[config.mk]
export PLATFORM = sky130hd
export DESIGN_NAME = game_sequencer_flat
export DESIGN_NICKNAME = d
export VERILOG_FILES = /design/src/rtl/game_sequencer_if.sv /design/src/rtl/game_sequencer.sv /design/src/flat_wrapper.sv
export SDC_FILE = /design/constraint.sdc
export NUM_CORES = 1
export LEC_CHECK = 0
export ABC_AREA = 1
export CORE_MARGIN = 8
export CORE_UTILIZATION = 46
export DETAILED_ROUTE_END_ITERATION = 10
export PLACE_DENSITY_LB_ADDON = 0.08
export SETUP_SLACK_MARGIN = 0.02
export SYNTH_ARGS = -nofsm -noshare
export SYNTH_HDL_FRONTEND = slang
export SYNTH_SLANG_ARGS = --single-unit
export TNS_END_PERCENT = 10
[constraint.sdc]
create_clock -name clka -period 5 [get_ports clka]
set_clock_uncertainty 0.2 [all_clocks]
set_input_delay 1 -clock clka [delete_from_list [all_inputs] [get_ports clka]]
set_output_delay 1 -clock clka [all_outputs]
set_load 0.02 [all_outputs]
[src/rtl/game_sequencer_if.sv]
// Handshake/bus bundle between the game sequencer and its surrounding game logic.
// The master side drives the game-status inputs; the slave side is the sequencer itself.
interface game_sequencer_if;
  logic        start;
  logic        landed;
  logic        error_in;
  logic [31:0] board_in;
  logic [2:0]  state;
  logic [1:0]  curr_piece;
  logic        drop_req;
  logic [7:0]  score;
  logic        game_over;

  modport master (
    output start, landed, error_in, board_in,
    input  state, curr_piece, drop_req, score, game_over
  );

  modport slave (
    input  start, landed, error_in, board_in,
    output state, curr_piece, drop_req, score, game_over
  );
endinterface

[src/rtl/game_sequencer.sv]
// Top-level game FSM: NEWBOARD -> GEN -> MOVE -> LAND (repeated until no full rows) -> GEN.
// Picks pieces from an 8-bit LFSR, paces gravity, keeps a saturating line score.
module game_sequencer #(
  parameter int         SETTLE     = 2,
  parameter int         DROP_TICKS = 16,
  parameter logic [7:0] LFSR_SEED  = 8'hA5
) (
  input  logic             clka,
  input  logic             restart,
  game_sequencer_if.slave  bus
);

  localparam int PW = (SETTLE > 1) ? $clog2(SETTLE) : 1;
  localparam int DW = $clog2(DROP_TICKS);

  typedef enum logic [2:0] {
    S_GEN      = 3'd0,
    S_MOVE     = 3'd1,
    S_LAND     = 3'd2,
    S_NEWBOARD = 3'd4,
    S_GAMEOVER = 3'd5
  } state_e;

  state_e          state_q, state_d;
  logic [1:0]      curr_piece_q, curr_piece_d;
  logic [7:0]      score_q, score_d;
  logic [7:0]      lfsr_q, lfsr_d;
  logic [PW-1:0]   pass_cnt_q, pass_cnt_d;
  logic [DW-1:0]   drop_cnt_q, drop_cnt_d;
  logic            first_pass_q, first_pass_d;

  logic [3:0]      n_full;
  logic            any_full;
  logic            pass_last;
  logic            drop_last;
  logic [8:0]      score_sum;

  function automatic logic [3:0] count_full(input logic [31:0] b);
    logic [3:0] n;
    n = 4'd0;
    for (int r = 0; r < 8; r++)
      n = n + 4'(b[4*r +: 4] == 4'hF);
    return n;
  endfunction

  assign n_full    = count_full(bus.board_in);
  assign any_full  = (n_full != 4'd0);
  assign pass_last = (pass_cnt_q == PW'(SETTLE - 1));
  assign drop_last = (drop_cnt_q == DW'(DROP_TICKS - 1));
  assign score_sum = {1'b0, score_q} + 9'(n_full);

  always_comb begin
    state_d      = state_q;
    curr_piece_d = curr_piece_q;
    score_d      = score_q;
    pass_cnt_d   = pass_cnt_q;
    drop_cnt_d   = drop_cnt_q;
    first_pass_d = first_pass_q;
    lfsr_d       = {lfsr_q[6:0], lfsr_q[7] ^ lfsr_q[5] ^ lfsr_q[4] ^ lfsr_q[3]};

    case (state_q)
      S_NEWBOARD: begin
        score_d = 8'd0;
        if (bus.start) begin
          state_d      = S_GEN;
          pass_cnt_d   = '0;
          curr_piece_d = lfsr_q[1:0];
        end
      end

      S_GEN: begin
        if (pass_last) begin
          pass_cnt_d = '0;
          if (bus.error_in) begin
            state_d = S_GAMEOVER;
          end else begin
            state_d    = S_MOVE;
            drop_cnt_d = '0;
          end
        end else begin
          pass_cnt_d = pass_cnt_q + PW'(1);
        end
      end

      S_MOVE: begin
        // landed wins over the gravity tick; the counter is restarted on the next MOVE entry
        if (bus.landed) begin
          state_d      = S_LAND;
          pass_cnt_d   = '0;
          first_pass_d = 1'b1;
        end else begin
          drop_cnt_d = drop_last ? '0 : drop_cnt_q + DW'(1);
        end
      end

      S_LAND: begin
        if (first_pass_q && pass_cnt_q == '0)
          score_d = score_sum[8] ? 8'hFF : score_sum[7:0];
        if (pass_last) begin
          pass_cnt_d   = '0;
          first_pass_d = 1'b0;
          if (!any_full) begin
            state_d      = S_GEN;
            curr_piece_d = lfsr_q[1:0];
          end
        end else begin
          pass_cnt_d = pass_cnt_q + PW'(1);
        end
      end

      S_GAMEOVER: begin
        if (bus.start) state_d = S_NEWBOARD;
      end

      default: state_d = S_NEWBOARD;
    endcase
  end

  always_ff @(posedge clka) begin
    if (restart) begin
      state_q      <= S_NEWBOARD;
      curr_piece_q <= 2'd0;
      score_q      <= 8'd0;
      lfsr_q       <= LFSR_SEED;
      pass_cnt_q   <= '0;
      drop_cnt_q   <= '0;
      first_pass_q <= 1'b0;
    end else begin
      state_q      <= state_d;
      curr_piece_q <= curr_piece_d;
      score_q      <= score_d;
      lfsr_q       <= lfsr_d;
      pass_cnt_q   <= pass_cnt_d;
      drop_cnt_q   <= drop_cnt_d;
      first_pass_q <= first_pass_d;
    end
  end

  assign bus.state      = state_q;
  assign bus.curr_piece = curr_piece_q;
  assign bus.score      = score_q;
  assign bus.drop_req   = (state_q == S_MOVE) && drop_last && !bus.landed;
  assign bus.game_over  = (state_q == S_GAMEOVER);

endmodule
[src/flat_wrapper.sv]
// flat-port wrapper written by rule: the top's interface ports become plain ports
module game_sequencer_flat 
#(
  parameter int         SETTLE     = 2,
  parameter int         DROP_TICKS = 16,
  parameter logic [7:0] LFSR_SEED  = 8'hA5
)
  (clka, restart, bus_start, bus_landed, bus_error_in, bus_board_in, bus_state, bus_curr_piece, bus_drop_req, bus_score, bus_game_over);
  game_sequencer_if bus_i ();
  input  logic clka;
  input  logic restart;
  input wire logic [$bits(bus_i.start)-1:0] bus_start;
  input wire logic [$bits(bus_i.landed)-1:0] bus_landed;
  input wire logic [$bits(bus_i.error_in)-1:0] bus_error_in;
  input wire logic [$bits(bus_i.board_in)-1:0] bus_board_in;
  output wire logic [$bits(bus_i.state)-1:0] bus_state;
  output wire logic [$bits(bus_i.curr_piece)-1:0] bus_curr_piece;
  output wire logic [$bits(bus_i.drop_req)-1:0] bus_drop_req;
  output wire logic [$bits(bus_i.score)-1:0] bus_score;
  output wire logic [$bits(bus_i.game_over)-1:0] bus_game_over;
  assign bus_i.start = bus_start;
  assign bus_i.landed = bus_landed;
  assign bus_i.error_in = bus_error_in;
  assign bus_i.board_in = bus_board_in;
  assign bus_state = bus_i.state;
  assign bus_curr_piece = bus_i.curr_piece;
  assign bus_drop_req = bus_i.drop_req;
  assign bus_score = bus_i.score;
  assign bus_game_over = bus_i.game_over;
  game_sequencer #(.SETTLE(SETTLE), .DROP_TICKS(DROP_TICKS), .LFSR_SEED(LFSR_SEED)) u_core (.clka(clka), .restart(restart), .bus(bus_i));
endmodule
==> flow_summary.ini, run 1 <==
[setup_path]
regToRegSetupSlack_ns = 3.02
reg2reg_to = u_core.bus.score[6]
criticalPathCategory = in -> reg
critPathMaxFanout = 4
reg2reg_from = u_core.bus.score[0]
worst_setup_ep_type = flop
critPathArrivalTime_ns = 4.91
ff2ff_path_depth = 9
worst_ep_required_ns = 5.07
worst_setup_path_start_kind = primary input

[route]
final_wl_um = 4015
first_iteration_detailed_routing_drc_count = 78
detail_route.drc_violations = 0
number_of_iterations_in_the_first_detailed_routing_pass = 5
num_vias = 1670
avgRoutedWirePerCell_um = 11.88
route.detailed.vias_per_inst = 4.941
drt.antenna.violating_nets = 0

[sta]
final.hold.worst_slack_ns = 0.2319
timing_worst_slew_pin_value_ns = 0.8194
fin_crit_ns = 4.838
layout_worst_path_cycle_share_pct = 96.75
max_freq_mhz = 206.7
finalMaxSlewViolations = 0
hold_viol_final = 0
maxSlewHeadroom_pct = 45.20
setup_tns_ns = 0
timing.final.ws_setup_ns = 0.1624
setup_viol = 0

[place]
gp_congestion = 0.8667
dp.final_hpwl_um = 3214
portBuffers = 51
post-place-ws_ns = -0.5087
placedInstanceArea_um2 = 2223
dp_cells = 331

[hold_path]
worst_hold_path.num_cells = 2
path_class_of_the_lowest_slack_min_delay_path = reg -> reg
holdCritStartpoint = u_core.lfsr_q[2]
timing.hold.worst_endpoint = u_core.lfsr_q[3]

[die]
rows = 21
die-area_um2 = 5705
die_height_um = 75.53
num_io_pins = 52
core-area_um2 = 3363
floorplan.initialDensity_pct = 48.47
die_width_um = 75.53

[clock_tree]
clock_tree.buffer_depth = 2
clock_sinks = 27
cts_root_buffer = sky130_fd_sc_hd__clkbuf_4
clock_insertion_delay_worst_skew_ns = 0.33
cts-htree-levels = 1
clkTransAtPathRegs_ns = 0.16
cts_made_buffers = 3
clock_tree_from_tritoncts = yes

[run_status]
run_status = completed

[final_layout]
diodes_inserted = 0
final-seq-area_um2 = 540.5
final_cell_area_um2 = 2330
final_layout_size_suffix_gt1_share_pct = 12.67
final_core_util_pct = 69.27
number_of_nets_at_the_end_of_the_flow = 343
filler_cell_count = 318
final_cell_mix = sky130_fd_sc_hd__nand2_1 (57), sky130_fd_sc_hd__clkdlybuf4s50_1 (46), sky130_fd_sc_hd__inv_1 (29)
areaGrowthSynthToFinish_pct = 42.90
layout.cells.non_filler = 338
final_common_cell = sky130_fd_sc_hd__nand2_1
multi_input_comb_area_um2 = 989.7

[logic_synthesis]
yosysTopAreaCell = sky130_fd_sc_hd__dfxtp_1
yosysWarningCount = 0
post_synth_num_cell_types = 27
synth_sequential_area_ratio_pct = 33.15
synth_top_cells_by_area = sky130_fd_sc_hd__dfxtp_1 (33%), sky130_fd_sc_hd__nand2_1 (14%), sky130_fd_sc_hd__inv_1 (7.4%), sky130_fd_sc_hd__a21oi_1 (6.1%), sky130_fd_sc_hd__fa_1 (6.1%)
synth_fp_nets = 282
syn-mean-instance-area_um2 = 7.027
netlist.area_leader.share_pct = 33.15
syn_area_um2 = 1630
netlist_instances = 232
postSynthRegisterBits = 27

[global_routing]
first_pass_grt_wire_length_um = 6706
grt_max_degree = 23
globalRouteTotalUtil_pct = 14.98
global_route.overflow_total = 0
grt_pass1_vias = 1679
grt_antenna_before_repair = 0

[pwr]
worst_voltage_drop_across_the_vdd_grid_mv = 0.1333
power.total_mw = 0.6441
p_per_area_nw_per_um2 = 276.5
leakagePower_nw = 1.063

[flow_run]
drv_cap = 0
==> cell type report <==
type | instances | area share [%]
multi-input combinational | 168 | 42.48
inverter | 34 | 5.532
tap | 46 | 2.470
clock buffer | 3 | 0.9667
clock inverter | 1 | 0.3222
timing repair buffer | 59 | 25.03
sequential | 27 | 23.20
==> per-layer routing <==
layer	global-route usage, %	up-vias	routed length [um]
li1	-	862	-
met1	17.41	745	1793
met2	24.83	59	1848
met3	5.789	4	331
met4	4.478	0	41
met5	0	-	0
==> logic make-up (layout without fill, tap and decap cells) <==
family / after synthesis / after routing / share of synthesized area, %
DFF: 27 / 27 / 33.15
xor gates and xnor gates: 4 / 4 / 2.149
and+or+nand+nor: 114 / 114 / 31.70
buffers and inverters: 37 / 97 / 8.672
adders and majority gates: 13 / 13 / 12.28
AOI/OAI and AO/OA: 37 / 37 / 12.05
==> cell usage after synthesis, drive strengths merged <==
library cell  instances
a21oi                21
dfxtp                27
clkbuf                2
nor3                  3
nor2                 21
ha                    8
nand3                15
fa                    5
nand3b                4
or2                   5
xor2                  2
o21bai                2
xnor2                 2
clkinv                1
o21ai                13
nand2                61
nand4                 5
buf                   1
a211oi                1
inv                  33
==> flip-flops by register name, summed over array words and instances, names as in the netlist <==
| name | count |
|---|---|
| u_core.bus.curr_piece | 2 |
| u_core.bus.state | 3 |
| u_core.lfsr_q | 8 |
| u_core.pass_cnt_q | 1 |
| u_core.first_pass_q | 1 |
| u_core.drop_cnt_q | 4 |
| u_core.bus.score | 8 |
==> worst max-delay path by stage <==
stage | from | to | slack, ns | depth (start not counted)
floorplan | bus_board_in[5] | u_core.bus.score[0] | 0.24 | 17
global placement | bus_board_in[5] | u_core.bus.score[2] | -0.35 | 18
detailed placement | bus_board_in[5] | u_core.bus.score[2] | -0.51 | 18
CTS | bus_board_in[5] | u_core.bus.score[5] | 0.02 | 20
global route | bus_board_in[3] | u_core.bus.score[6] | -0.01 | 18
finish | bus_board_in[3] | u_core.bus.score[6] | 0.16 | 18
==> report_power, final <==
part	switching, mW	total [mW]	internal [mW]
combinational	0.157	0.274	0.118
clock	0.0702	0.101	0.0306
sequential	0.0261	0.269	0.243
total	0.253	0.644	0.391
==> critical path, cell delays in order <==
cell,delay [ns]
sky130_fd_sc_hd__clkdlybuf4s50_1,0.45
sky130_fd_sc_hd__nand2_1,0.04
sky130_fd_sc_hd__nor2_1,0.10
sky130_fd_sc_hd__ha_1,0.24
sky130_fd_sc_hd__inv_2,0.06
sky130_fd_sc_hd__fa_1,0.44
sky130_fd_sc_hd__fa_1,0.53
sky130_fd_sc_hd__inv_2,0.04
sky130_fd_sc_hd__fa_2,0.35
sky130_fd_sc_hd__inv_2,0.06
sky130_fd_sc_hd__fa_2,0.45
sky130_fd_sc_hd__fa_2,0.37
sky130_fd_sc_hd__nand3b_1,0.17
sky130_fd_sc_hd__nand2_2,0.13
sky130_fd_sc_hd__nand2_2,0.07
sky130_fd_sc_hd__o21bai_1,0.14
sky130_fd_sc_hd__nand3_1,0.10
sky130_fd_sc_hd__a21oi_2,0.13
==> repair_timing <==
item                                    CTS  global route
hold buffers                              0             0
endpoints found under the setup margin    7             8
buffers inserted                          0             3
pin swaps                                 4            13
gates resized for setup                   4            13
Note: power is estimated with default switching activity, not from simulation.
==> inputs of run 2 (changes only) <==
Settings changed: CORE_UTILIZATION 46 to 48, CTS_BUF_LIST set to sky130_fd_sc_hd__clkbuf_4 sky130_fd_sc_hd__clkbuf_8.
==> flow_summary.ini, run 2 (synthesized netlist as in run 1, its figures left out) <==
[run_status]
run_status = completed

[hold_path]
path_class_of_the_lowest_slack_min_delay_path = reg -> reg

[sta]
timing_worst_slew_pin_value_ns = 0.8193
setup_viol = 0
maxSlewHeadroom_pct = 45.21
timing.final.ws_setup_ns = 0.1823
grt_setup_unrepaired = false
fin_crit_ns = 4.818
finalMaxSlewViolations = 0
max_freq_mhz = 207.6
layout_worst_path_cycle_share_pct = 96.35
hold_viol_final = 0

[final_layout]
final_common_cell = sky130_fd_sc_hd__nand2_1
diodes_inserted = 0
areaGrowthSynthToFinish_pct = 42.13
final_cell_mix = sky130_fd_sc_hd__nand2_1 (55), sky130_fd_sc_hd__clkdlybuf4s50_1 (51), sky130_fd_sc_hd__inv_1 (30)
final_layout_size_suffix_gt1_share_pct = 13.01
layout.cells.non_filler = 338
number_of_nets_at_the_end_of_the_flow = 343

[pwr]
leakagePower_nw = 1.025
clock_network_power_share_pct = 14.8
worst_voltage_drop_across_the_vdd_grid_mv = 0.1094
swShare_pct = 38.68
p_per_area_nw_per_um2 = 275.8
combinationalPowerShare_pct = 43.0
relative_contribution_of_sequential_cells_to_total_power_pct = 42.2
p_sw_mw = 0.2473
cellInternalPower_mw = 0.3919

[clock_tree]
clock_tree.buffer_depth = 2
cts.hold.buffers_added = 0
clkTransAtPathRegs_ns = 0.15
cts_made_buffers = 3
cts-htree-levels = 1
clock_sinks = 27
cts_root_buffer = sky130_fd_sc_hd__clkbuf_4
clock_tree_from_tritoncts = yes
clock_insertion_delay_worst_skew_ns = 0.32

[die]
num_io_pins = 52
die-area_um2 = 5518
core-area_um2 = 3311
die_width_um = 74.28
die_height_um = 74.28
rows = 21
floorplan.initialDensity_pct = 49.24

[setup_path]
worst_setup_ep_type = flop
critical_path.endpoint = u_core.bus.score[6]
criticalPathCategory = in -> reg
reg2reg_to = u_core.bus.score[6]
reg2reg_from = u_core.bus.score[0]
ff2ff_path_depth = 9
crit_path_start = bus_board_in[7]
critPathMaxFanout = 4
critPathArrivalTime_ns = 4.87
regToRegSetupSlack_ns = 3.02
worst_setup_path_start_kind = primary input
worst_ep_required_ns = 5.05

[global_routing]
grt_max_degree = 23
global_route.overflow_total = 0
grt_antenna_before_repair = 0
globalRouteTotalUtil_pct = 15.10
first_pass_grt_wire_length_um = 6734
grt_pass1_vias = 1611

[place]
gp_congestion = 0.8265
post-place-ws_ns = -0.4392
portBuffers = 51
dp_cells = 331
dp.final_hpwl_um = 3225

[flow_run]
drv_cap = 0

[route]
number_of_iterations_in_the_first_detailed_routing_pass = 4
first_iteration_detailed_routing_drc_count = 66
drt.antenna.violating_nets = 0
final_wl_um = 3900
avgRoutedWirePerCell_um = 11.54
num_vias = 1626
route.detailed.vias_per_inst = 4.811
detail_route.drc_violations = 0
==> run 2: changes by cell type in the layout (fill, tap and decap cells not counted), sizes merged <==
| cell | delta |
|---|---|
| dlymetal6s2s | -5 |
| clkinvlp | -1 |
| clkinv | +1 |
| clkdlybuf4s50 | +5 |
==> run 2: area by class of cell <==
class	count	area, um^2
Fill cell	305	993.5
Multi-Input combinational cell	168	992.2
Timing Repair Buffer	59	570.5
Sequential cell	27	540.5
Inverter	34	128.9
Tap cell	46	57.56
Clock buffer	3	22.52
Clock inverter	1	5.005
==> run 2: timing repair <==
action | 4_1_cts | 5_1_grt
resized for setup | 3 | 12
pin swaps | 0 | 9
setup endpoints to repair | 7 | 8
buffers inserted | 0 | 3
==> run 2: per-layer routing <==
layer  vias to the layer above  wire [um]  global-route usage [%]  part of all wire [%]
li1                        865          -                       -                     -
met1                       701       1747                   17.94                    45
met2                        56       1749                   25.00                    45
met3                         4        367                   5.526                   9.4
met4                         0         36                   3.913                  0.92
met5                         -          0                       0                     0
==> run 2: power by group through the flow <==
stage | combinational [mW] | clock [mW] | sequential (mW)
after floorplan | 0.166 | 0 | 0.283
after global placement | 0.272 | 0 | 0.274
after detailed placement | 0.273 | 0 | 0.275
after CTS | 0.275 | 0.0967 | 0.270
after global routing | 0.313 | 0.107 | 0.275
final | 0.275 | 0.0947 | 0.270
==> run 2: worst min path at each step <==
stage                     cells after the start             start  slack (ns)                to
final                                         2  u_core.lfsr_q[2]        0.23  u_core.lfsr_q[3]
after global placement                        1  u_core.lfsr_q[6]        0.19  u_core.lfsr_q[7]
after floorplan                               2  u_core.lfsr_q[2]        0.19  u_core.lfsr_q[3]
after global routing                          2  u_core.lfsr_q[0]        0.25  u_core.lfsr_q[1]
after detailed placement                      2  u_core.lfsr_q[2]        0.20  u_core.lfsr_q[3]
after CTS                                     2  u_core.lfsr_q[0]        0.23  u_core.lfsr_q[1]
==> run 2: per-stage QoR <==
stage | hold slack [ns] | TNS (ns) | instance area, um^2 | power (mW) | util, %
floorplan | 0.1883 | 0 | 1630 | 0.4494 | -
global placement | 0.1934 | -2.815 | 2223 | 0.5454 | 67.16
detailed placement | 0.2047 | -3.191 | 2223 | 0.5482 | 67.16
CTS | 0.2335 | 0 | 2261 | 0.6418 | 68.29
global route | 0.2476 | 0 | 2317 | 0.6952 | 69.99
finish | 0.2306 | 0 | 2317 | 0.6392 | 69.99
==> run 2: critical path, cell delays in order <==
cell and delay, ns:
sky130_fd_sc_hd__clkdlybuf4s50_1 0.45, sky130_fd_sc_hd__nand2_1 0.05, sky130_fd_sc_hd__nor2_1 0.11, sky130_fd_sc_hd__ha_1 0.23
sky130_fd_sc_hd__inv_1 0.07, sky130_fd_sc_hd__fa_1 0.43, sky130_fd_sc_hd__fa_1 0.54, sky130_fd_sc_hd__inv_1 0.05
sky130_fd_sc_hd__fa_2 0.35, sky130_fd_sc_hd__inv_2 0.07, sky130_fd_sc_hd__fa_2 0.43, sky130_fd_sc_hd__fa_2 0.35
sky130_fd_sc_hd__nand3b_1 0.17, sky130_fd_sc_hd__nand2_2 0.12, sky130_fd_sc_hd__nand2_1 0.08, sky130_fd_sc_hd__o21bai_1 0.13
sky130_fd_sc_hd__nand3_1 0.09, sky130_fd_sc_hd__a21oi_2 0.14
